$ cat src/rtl/ntt_bf_scheduler.sv
// Address/zeta scheduler for the Dilithium NTT butterfly: walks LOG_N layers, issues reads,
// and replays them as write-backs D cycles later. Define NTT_SCHED_INV_EN for the inverse (GS) schedule.
module ntt_bf_scheduler #(
  parameter int N       = 256,
  parameter int ADDR_W  = 8,
  parameter int RAM_LAT = 1,
  parameter int BF_LAT  = 4
) (
  input  logic              clk_i,
  input  logic              reset_i,
  input  logic              start_i,
`ifdef NTT_SCHED_INV_EN
  input  logic              mode_i,
  output logic              zeta_neg_o,
`endif
  output logic              busy_o,
  output logic              done_o,
  output logic              rd_en_o,
  output logic [ADDR_W-1:0] rd_addr1_o,
  output logic [ADDR_W-1:0] rd_addr2_o,
  output logic [ADDR_W-1:0] zeta_addr_o,
  output logic              wr_en_o,
  output logic [ADDR_W-1:0] wr_addr1_o,
  output logic [ADDR_W-1:0] wr_addr2_o,
  output logic [2:0]        layer_o
);

  localparam int LOG_N = $clog2(N);
  localparam int D     = RAM_LAT + BF_LAT;
  localparam int BW    = LOG_N - 1;
  localparam int CW    = $clog2(D + 1);
  localparam int AW1   = ADDR_W + 1;

  localparam logic [BW-1:0] B_LAST     = BW'(N / 2 - 1);
  localparam logic [2:0]    LAYER_LAST = 3'(LOG_N - 1);
  localparam logic [CW-1:0] CNT_LAST   = CW'(D - 1);

  typedef enum logic [1:0] {
    S_IDLE  = 2'd0,
    S_ISSUE = 2'd1,
    S_DRAIN = 2'd2,
    S_DONE  = 2'd3
  } state_t;

  state_t            state_q, state_d;
  logic [BW-1:0]     b_q, b_d;
  logic [2:0]        layer_q, layer_d;
  logic [CW-1:0]     cnt_q, cnt_d;
  logic              mode_q, mode_d;

  logic              busy_q, busy_d;
  logic              done_q, done_d;
  logic              rd_en_q, rd_en_d;
  logic [ADDR_W-1:0] rd_addr1_q, rd_addr1_d;
  logic [ADDR_W-1:0] rd_addr2_q, rd_addr2_d;
  logic [ADDR_W-1:0] zeta_q, zeta_d;
  logic              zneg_q, zneg_d;

  logic              wr_en_pipe_q [D];
  logic              wr_en_pipe_d [D];
  logic [ADDR_W-1:0] wr_a1_pipe_q [D];
  logic [ADDR_W-1:0] wr_a1_pipe_d [D];
  logic [ADDR_W-1:0] wr_a2_pipe_q [D];
  logic [ADDR_W-1:0] wr_a2_pipe_d [D];

  logic [2:0]        sh;
  logic [ADDR_W-1:0] len_mask;
  logic [ADDR_W-1:0] b_ext;
  logic [ADDR_W-1:0] g;
  logic [ADDR_W-1:0] addr1;
  logic [AW1-1:0]    zeta_inv;
  logic              issue_d;

  // Next-state logic for the layer/butterfly walk.
  always_comb begin
    state_d = state_q;
    b_d     = b_q;
    layer_d = layer_q;
    cnt_d   = cnt_q;
    mode_d  = mode_q;
    case (state_q)
      S_IDLE: begin
        if (start_i) begin
          state_d = S_ISSUE;
          b_d     = '0;
          layer_d = '0;
`ifdef NTT_SCHED_INV_EN
          mode_d  = mode_i;
`else
          mode_d  = 1'b0;
`endif
        end
      end
      S_ISSUE: begin
        if (b_q == B_LAST) begin
          state_d = S_DRAIN;
          cnt_d   = '0;
        end else begin
          b_d = b_q + 1'b1;
        end
      end
      S_DRAIN: begin
        if (cnt_q == CNT_LAST) begin
          if (layer_q == LAYER_LAST) begin
            state_d = S_DONE;
          end else begin
            state_d = S_ISSUE;
            layer_d = layer_q + 3'd1;
            b_d     = '0;
          end
        end else begin
          cnt_d = cnt_q + 1'b1;
        end
      end
      S_DONE:  state_d = S_IDLE;
      default: state_d = S_IDLE;
    endcase
  end

  // Addresses for the butterfly being issued next cycle; len is a power of two, so
  // b mod len and b / len are a mask and a shift, and 2*len*g is the high part shifted by one.
  always_comb begin
    sh       = mode_d ? layer_d : (3'(LOG_N - 1) - layer_d);
    len_mask = (ADDR_W'(1) << sh) - ADDR_W'(1);
    b_ext    = ADDR_W'(b_d);
    g        = b_ext >> sh;
    addr1    = ((b_ext & ~len_mask) << 1) | (b_ext & len_mask);
    zeta_inv = (AW1'(N) >> layer_d) - AW1'(1) - AW1'(g);
    issue_d  = (state_d == S_ISSUE);

    rd_en_d    = issue_d;
    rd_addr1_d = issue_d ? addr1 : '0;
    rd_addr2_d = issue_d ? (addr1 + len_mask + ADDR_W'(1)) : '0;
    zeta_d     = '0;
    if (issue_d) begin
      zeta_d = mode_d ? zeta_inv[ADDR_W-1:0] : ((ADDR_W'(1) << layer_d) + g);
    end
    zneg_d = issue_d & mode_d;
    busy_d = (state_d == S_ISSUE) || (state_d == S_DRAIN);
    done_d = (state_d == S_DONE);
  end

  // Write-back delay line: reads re-emerge D cycles later as writes.
  always_comb begin
    wr_en_pipe_d[0] = rd_en_q;
    wr_a1_pipe_d[0] = rd_addr1_q;
    wr_a2_pipe_d[0] = rd_addr2_q;
    for (int i = 1; i < D; i++) begin
      wr_en_pipe_d[i] = wr_en_pipe_q[i-1];
      wr_a1_pipe_d[i] = wr_a1_pipe_q[i-1];
      wr_a2_pipe_d[i] = wr_a2_pipe_q[i-1];
    end
  end

  always_ff @(posedge clk_i) begin
    if (reset_i) begin
      state_q    <= S_IDLE;
      b_q        <= '0;
      layer_q    <= '0;
      cnt_q      <= '0;
      mode_q     <= 1'b0;
      busy_q     <= 1'b0;
      done_q     <= 1'b0;
      rd_en_q    <= 1'b0;
      rd_addr1_q <= '0;
      rd_addr2_q <= '0;
      zeta_q     <= '0;
      zneg_q     <= 1'b0;
    end else begin
      state_q    <= state_d;
      b_q        <= b_d;
      layer_q    <= layer_d;
      cnt_q      <= cnt_d;
      mode_q     <= mode_d;
      busy_q     <= busy_d;
      done_q     <= done_d;
      rd_en_q    <= rd_en_d;
      rd_addr1_q <= rd_addr1_d;
      rd_addr2_q <= rd_addr2_d;
      zeta_q     <= zeta_d;
      zneg_q     <= zneg_d;
    end
  end

  always_ff @(posedge clk_i) begin
    for (int i = 0; i < D; i++) begin
      if (reset_i) begin
        wr_en_pipe_q[i] <= 1'b0;
        wr_a1_pipe_q[i] <= '0;
        wr_a2_pipe_q[i] <= '0;
      end else begin
        wr_en_pipe_q[i] <= wr_en_pipe_d[i];
        wr_a1_pipe_q[i] <= wr_a1_pipe_d[i];
        wr_a2_pipe_q[i] <= wr_a2_pipe_d[i];
      end
    end
  end

  assign busy_o      = busy_q;
  assign done_o      = done_q;
  assign rd_en_o     = rd_en_q;
  assign rd_addr1_o  = rd_addr1_q;
  assign rd_addr2_o  = rd_addr2_q;
  assign zeta_addr_o = zeta_q;
  assign wr_en_o     = wr_en_pipe_q[D-1];
  assign wr_addr1_o  = wr_a1_pipe_q[D-1];
  assign wr_addr2_o  = wr_a2_pipe_q[D-1];
  assign layer_o     = layer_q;
`ifdef NTT_SCHED_INV_EN
  assign zeta_neg_o  = zneg_q;
`else
  logic unused_zneg;
  assign unused_zneg = zneg_q;
`endif

endmodule

$ cat config.mk
export PLATFORM = sky130hd
export DESIGN_NAME = ntt_bf_scheduler
export DESIGN_NICKNAME = d
export VERILOG_FILES = /design/src/rtl/ntt_bf_scheduler.sv
export SDC_FILE = /design/constraint.sdc
export NUM_CORES = 1
export LEC_CHECK = 0
export CAP_MARGIN = 15
export CORE_ASPECT_RATIO = 0.5
export CORE_MARGIN = 4
export CORE_UTILIZATION = 40
export CTS_BUF_LIST = sky130_fd_sc_hd__clkbuf_4
export CTS_CLUSTER_DIAMETER = 60
export DETAILED_ROUTE_END_ITERATION = 8
export DONT_BUFFER_PORTS = 1
export PLACE_DENSITY = 0.59
export SLEW_MARGIN = 20
export SYNTH_ARGS = -nofsm -noshare
export SYNTH_HDL_FRONTEND = slang
export SYNTH_SLANG_ARGS = --single-unit
export TNS_END_PERCENT = 10
$ cat constraint.sdc
create_clock -name clk_i -period 15.09 [get_ports clk_i]
set_input_delay 3.018 -clock clk_i [delete_from_list [all_inputs] [get_ports clk_i]]
set_output_delay 3.018 -clock clk_i [all_outputs]
set_load 0.05 [all_outputs]
==> impl_metrics.tcl <==
set metrics [dict create \
    end_kind "flop" \
    avgSynthCellArea_sq_um 9.643 \
    cts_sinks 128 \
    max_cap_violations 0 \
    slew_headroom 0.3454 \
    synth_area_sq_um 5458 \
    cts_resized 0 \
    ys_seq_area_frac 0.4695 \
    r2r_slack_ns 9.46 \
    io_pins 50 \
    wl_per_cell_um 13.59 \
    startpoint_type "input pin" \
    slew_viol_final 0 \
    core_sq_um 12990 \
    yosys_most_used_dff "dfxtp_1" \
    antenna_left 0 \
    crit_type "input pin to flop" \
    antenna_cells 0 \
    yosys_warnings 0 \
    first_pass_iters 4 \
    synth_edf_count 0 \
    clk_pin_slew_worst_paths_ns 0.13 \
    fmax_ghz 0.1431 \
    rows 29 \
    cts_buffers 17 \
    clockBufferDepth 2 \
    min_path_type "flop to flop" \
    fin_crit_ns 6.989 \
    via_per_inst 4.865 \
    cp_data_required_time_ns 15.46 \
    min-delay-start "wr_a1_pipe_q[1][2]$_SDFF_PP0_" \
    p_int_uw 434.1 \
    sw_frac_of_total 0.2647 \
    cts_tree "yes" \
    fill_cells 1263 \
    cts_hold_buffers 0 \
    antenna_found_initial 0 \
    hold_depth 1 \
    synth_seq_cells 128 \
    drtIter0Drc 213 \
    pwr-share-seq 0.592 \
    yosys.area.top_type_share 0.4695 \
    hold_viol 0 \
    synth_common_cells "dfxtp_1, nor2b_1, nor2_1, a21oi_1, nand2_1" \
    power_frac_comb 0.024 \
    route.detailed.drc 0 \
    r2r_end "rd_addr2_o[7]$_SDFF_PP0_" \
    clkPwrFrac 0.384 \
    p_leak_uw 0.002300 \
    worstPathArrival_ns 7.36 \
    dieWidth_um 173.2 \
    synth.distinct_cells 65 \
    io_buffers 0 \
    grt_pass1_vias 3063 \
    grt_overflow 0 \
    synth.most_common_cell "dfxtp_1" \
    fin_crit_sh 0.4632 \
    dp_hpwl_um 6915 \
    syn_inst 566 \
    cts_setup_buffers 0 \
    gp_congestion 0.8165 \
    rsz0062_at_grt "false" \
    setup_viol 0 \
    vias 3532 \
    power.total_uw 590.4 \
    routed_wl_um 9868 \
    area_delta_synth_final_pct 4.448 \
    cp_max_fo 16 \
    cts_root_buf "clkbuf_4" \
    htreeDepth 4 \
    dp.cells 694 \
    die_y_um 90.60 \
    status "finished clean" \
    synth_area_leaders "dfxtp_1, nor2b_1, ha_1" \
    r2r-start "layer_o[0]$_SDFF_PP0_" \
    worst_slew_pin_slew_ns 0.9765 \
    grt_usage 0.1252 \
    nets 575 \
    ff2ff_path_depth 16 \
    async_flop_share 0 \
    insertion_delay_ns 0.52 \
    setup-tns-final_ns 0 \
    synth_top_cell_by_area "dfxtp_1" \
    cellPowerDensity_nw_per_um2 103.6 \
    post-route-util 0.4388 \
    fin_cells 726 \
    skew_ns 0.02246 \
    start_util 0.4202 \
    p_sw_uw 156.3 \
    irDropWorstVdd_mv 0.03972 \
    startpoint "start_i" \
    grt_max_degree 105 \
    grt_pass1_wl_um 15750 \
    die_area_sq_um 15690 \
    min_to "wr_a1_pipe_q[2][2]$_SDFF_PP0_" \
    synth.net_count 598 \
    drive_gt1_frac 0.08453 \
]
worst max-delay path by stage:
stage / to / slack [ns] / cells after the start
after CTS: rd_addr2_o[7]$_SDFF_PP0_ / 8.16 / 15
after detailed placement: rd_addr2_o[7]$_SDFF_PP0_ / 7.60 / 15
after floorplan: rd_addr2_o[7]$_SDFF_PP0_ / 8.19 / 18
after global routing: rd_addr2_o[7]$_SDFF_PP0_ / 7.66 / 15
final: rd_addr2_o[7]$_SDFF_PP0_ / 8.10 / 15
after global placement: rd_addr2_o[7]$_SDFF_PP0_ / 7.71 / 15
kinds of logic after synthesis:
kind of cell / Yosys count / share of synthesized area
AO/OA/AOI/OAI: 103 / 0.1332
flip-flops: 128 / 0.4695
multiplexers: 9 / 0.01674
AND/OR/NAND/NOR: 218 / 0.2238
adder cells (fa/ha/maj): 29 / 0.07061
XOR/XNOR: 17 / 0.02728
buffers and inverters: 62 / 0.05891
routing by layer:
metal,wire [um],GRT usage,vias to the layer above
li1,-,-,1865
met4,89,0.04446,0
met1,4887,0.1630,1596
met5,0,0,-
met3,467,0.04768,7
met2,4423,0.1903,64
state kept, by name, indices dropped and copies added, names as in the netlist:
| register | cells |
|---|---|
| layer_o | 3 |
| rd_addr1_o | 8 |
| zeta_addr_o | 8 |
| wr_a2_pipe_q | 40 |
| mode_q | 1 |
| cnt_q | 3 |
| done_o | 1 |
| b_q | 7 |
| state_q | 2 |
| busy_o | 1 |
| rd_addr2_o | 8 |
| wr_en_pipe_q | 5 |
| wr_a1_pipe_q | 40 |
| rd_en_o | 1 |
placed cells by master, fill, tap and decap left out, types with 3 or more instances in the layout:
cell type     n
and2_1       11
o211ai_1      5
mux2i_1       8
nand4_1       5
nand3_1      10
nor2_1       33
fa_1          3
and3_1        6
o21ai_0      12
a21oi_1      32
xor2_1        7
clkbuf_4     17
nor2b_1      90
nand2_1      28
or3_1         3
a31oi_1       4
xnor2_1      10
o21bai_1      5
inv_1        18
dfxtp_1     128
inv_6         6
a211oi_1      4
nor3_1       11
a2111oi_0     3
ha_1         26
nand2b_1      6
o22ai_1       3
a21o_1        7
nor4_1        3
clkinvlp_4    3
through the flow:
stage / hold WS (ns) / worst slack (ns) / cell area, sq um
after floorplan: 0.4138 / 8.194 / 5458
after global placement: 0.4165 / 7.714 / 5426
after detailed placement: 0.4204 / 7.598 / 5426
after CTS: 0.4330 / 8.162 / 5700
after global routing: 0.4384 / 7.655 / 5700
final: 0.4324 / 8.101 / 5700
power by group through the flow:
stage | clock, uW | sequential [uW] | combinational [uW]
final | 226 | 350 | 14.3
after CTS | 237 | 350 | 14.5
after detailed placement | 0 | 357 | 14.4
after global routing | 253 | 350 | 16.1
after global placement | 0 | 358 | 14.5
after floorplan | 0 | 353 | 20.6
critical path, cell delays in order:
cell	delay [ns]
nor3b_1	0.40
a221oi_1	0.14
nor3_2	0.81
or3_1	0.44
ha_1	0.41
xor2_1	0.28
a22o_1	0.22
ha_1	0.28
a21o_1	0.25
a211oi_1	0.26
o31ai_1	0.13
o32ai_1	0.36
o21ai_0	0.17
xor2_1	0.15
nor2_1	0.05
cell type report:
| class | count | area [sq um] | share of cell area |
|---|---|---|---|
| Multi-Input combinational cell | 376 | 2574 | 0.4515 |
| Sequential cell | 128 | 2562 | 0.4495 |
| Tap cell | 170 | 212.7 | 0.03731 |
| Clock inverter | 15 | 146.4 | 0.02568 |
| Clock buffer | 17 | 127.6 | 0.02239 |
| Inverter | 20 | 77.57 | 0.01361 |
Note: power is estimated with default switching activity, not from simulation.
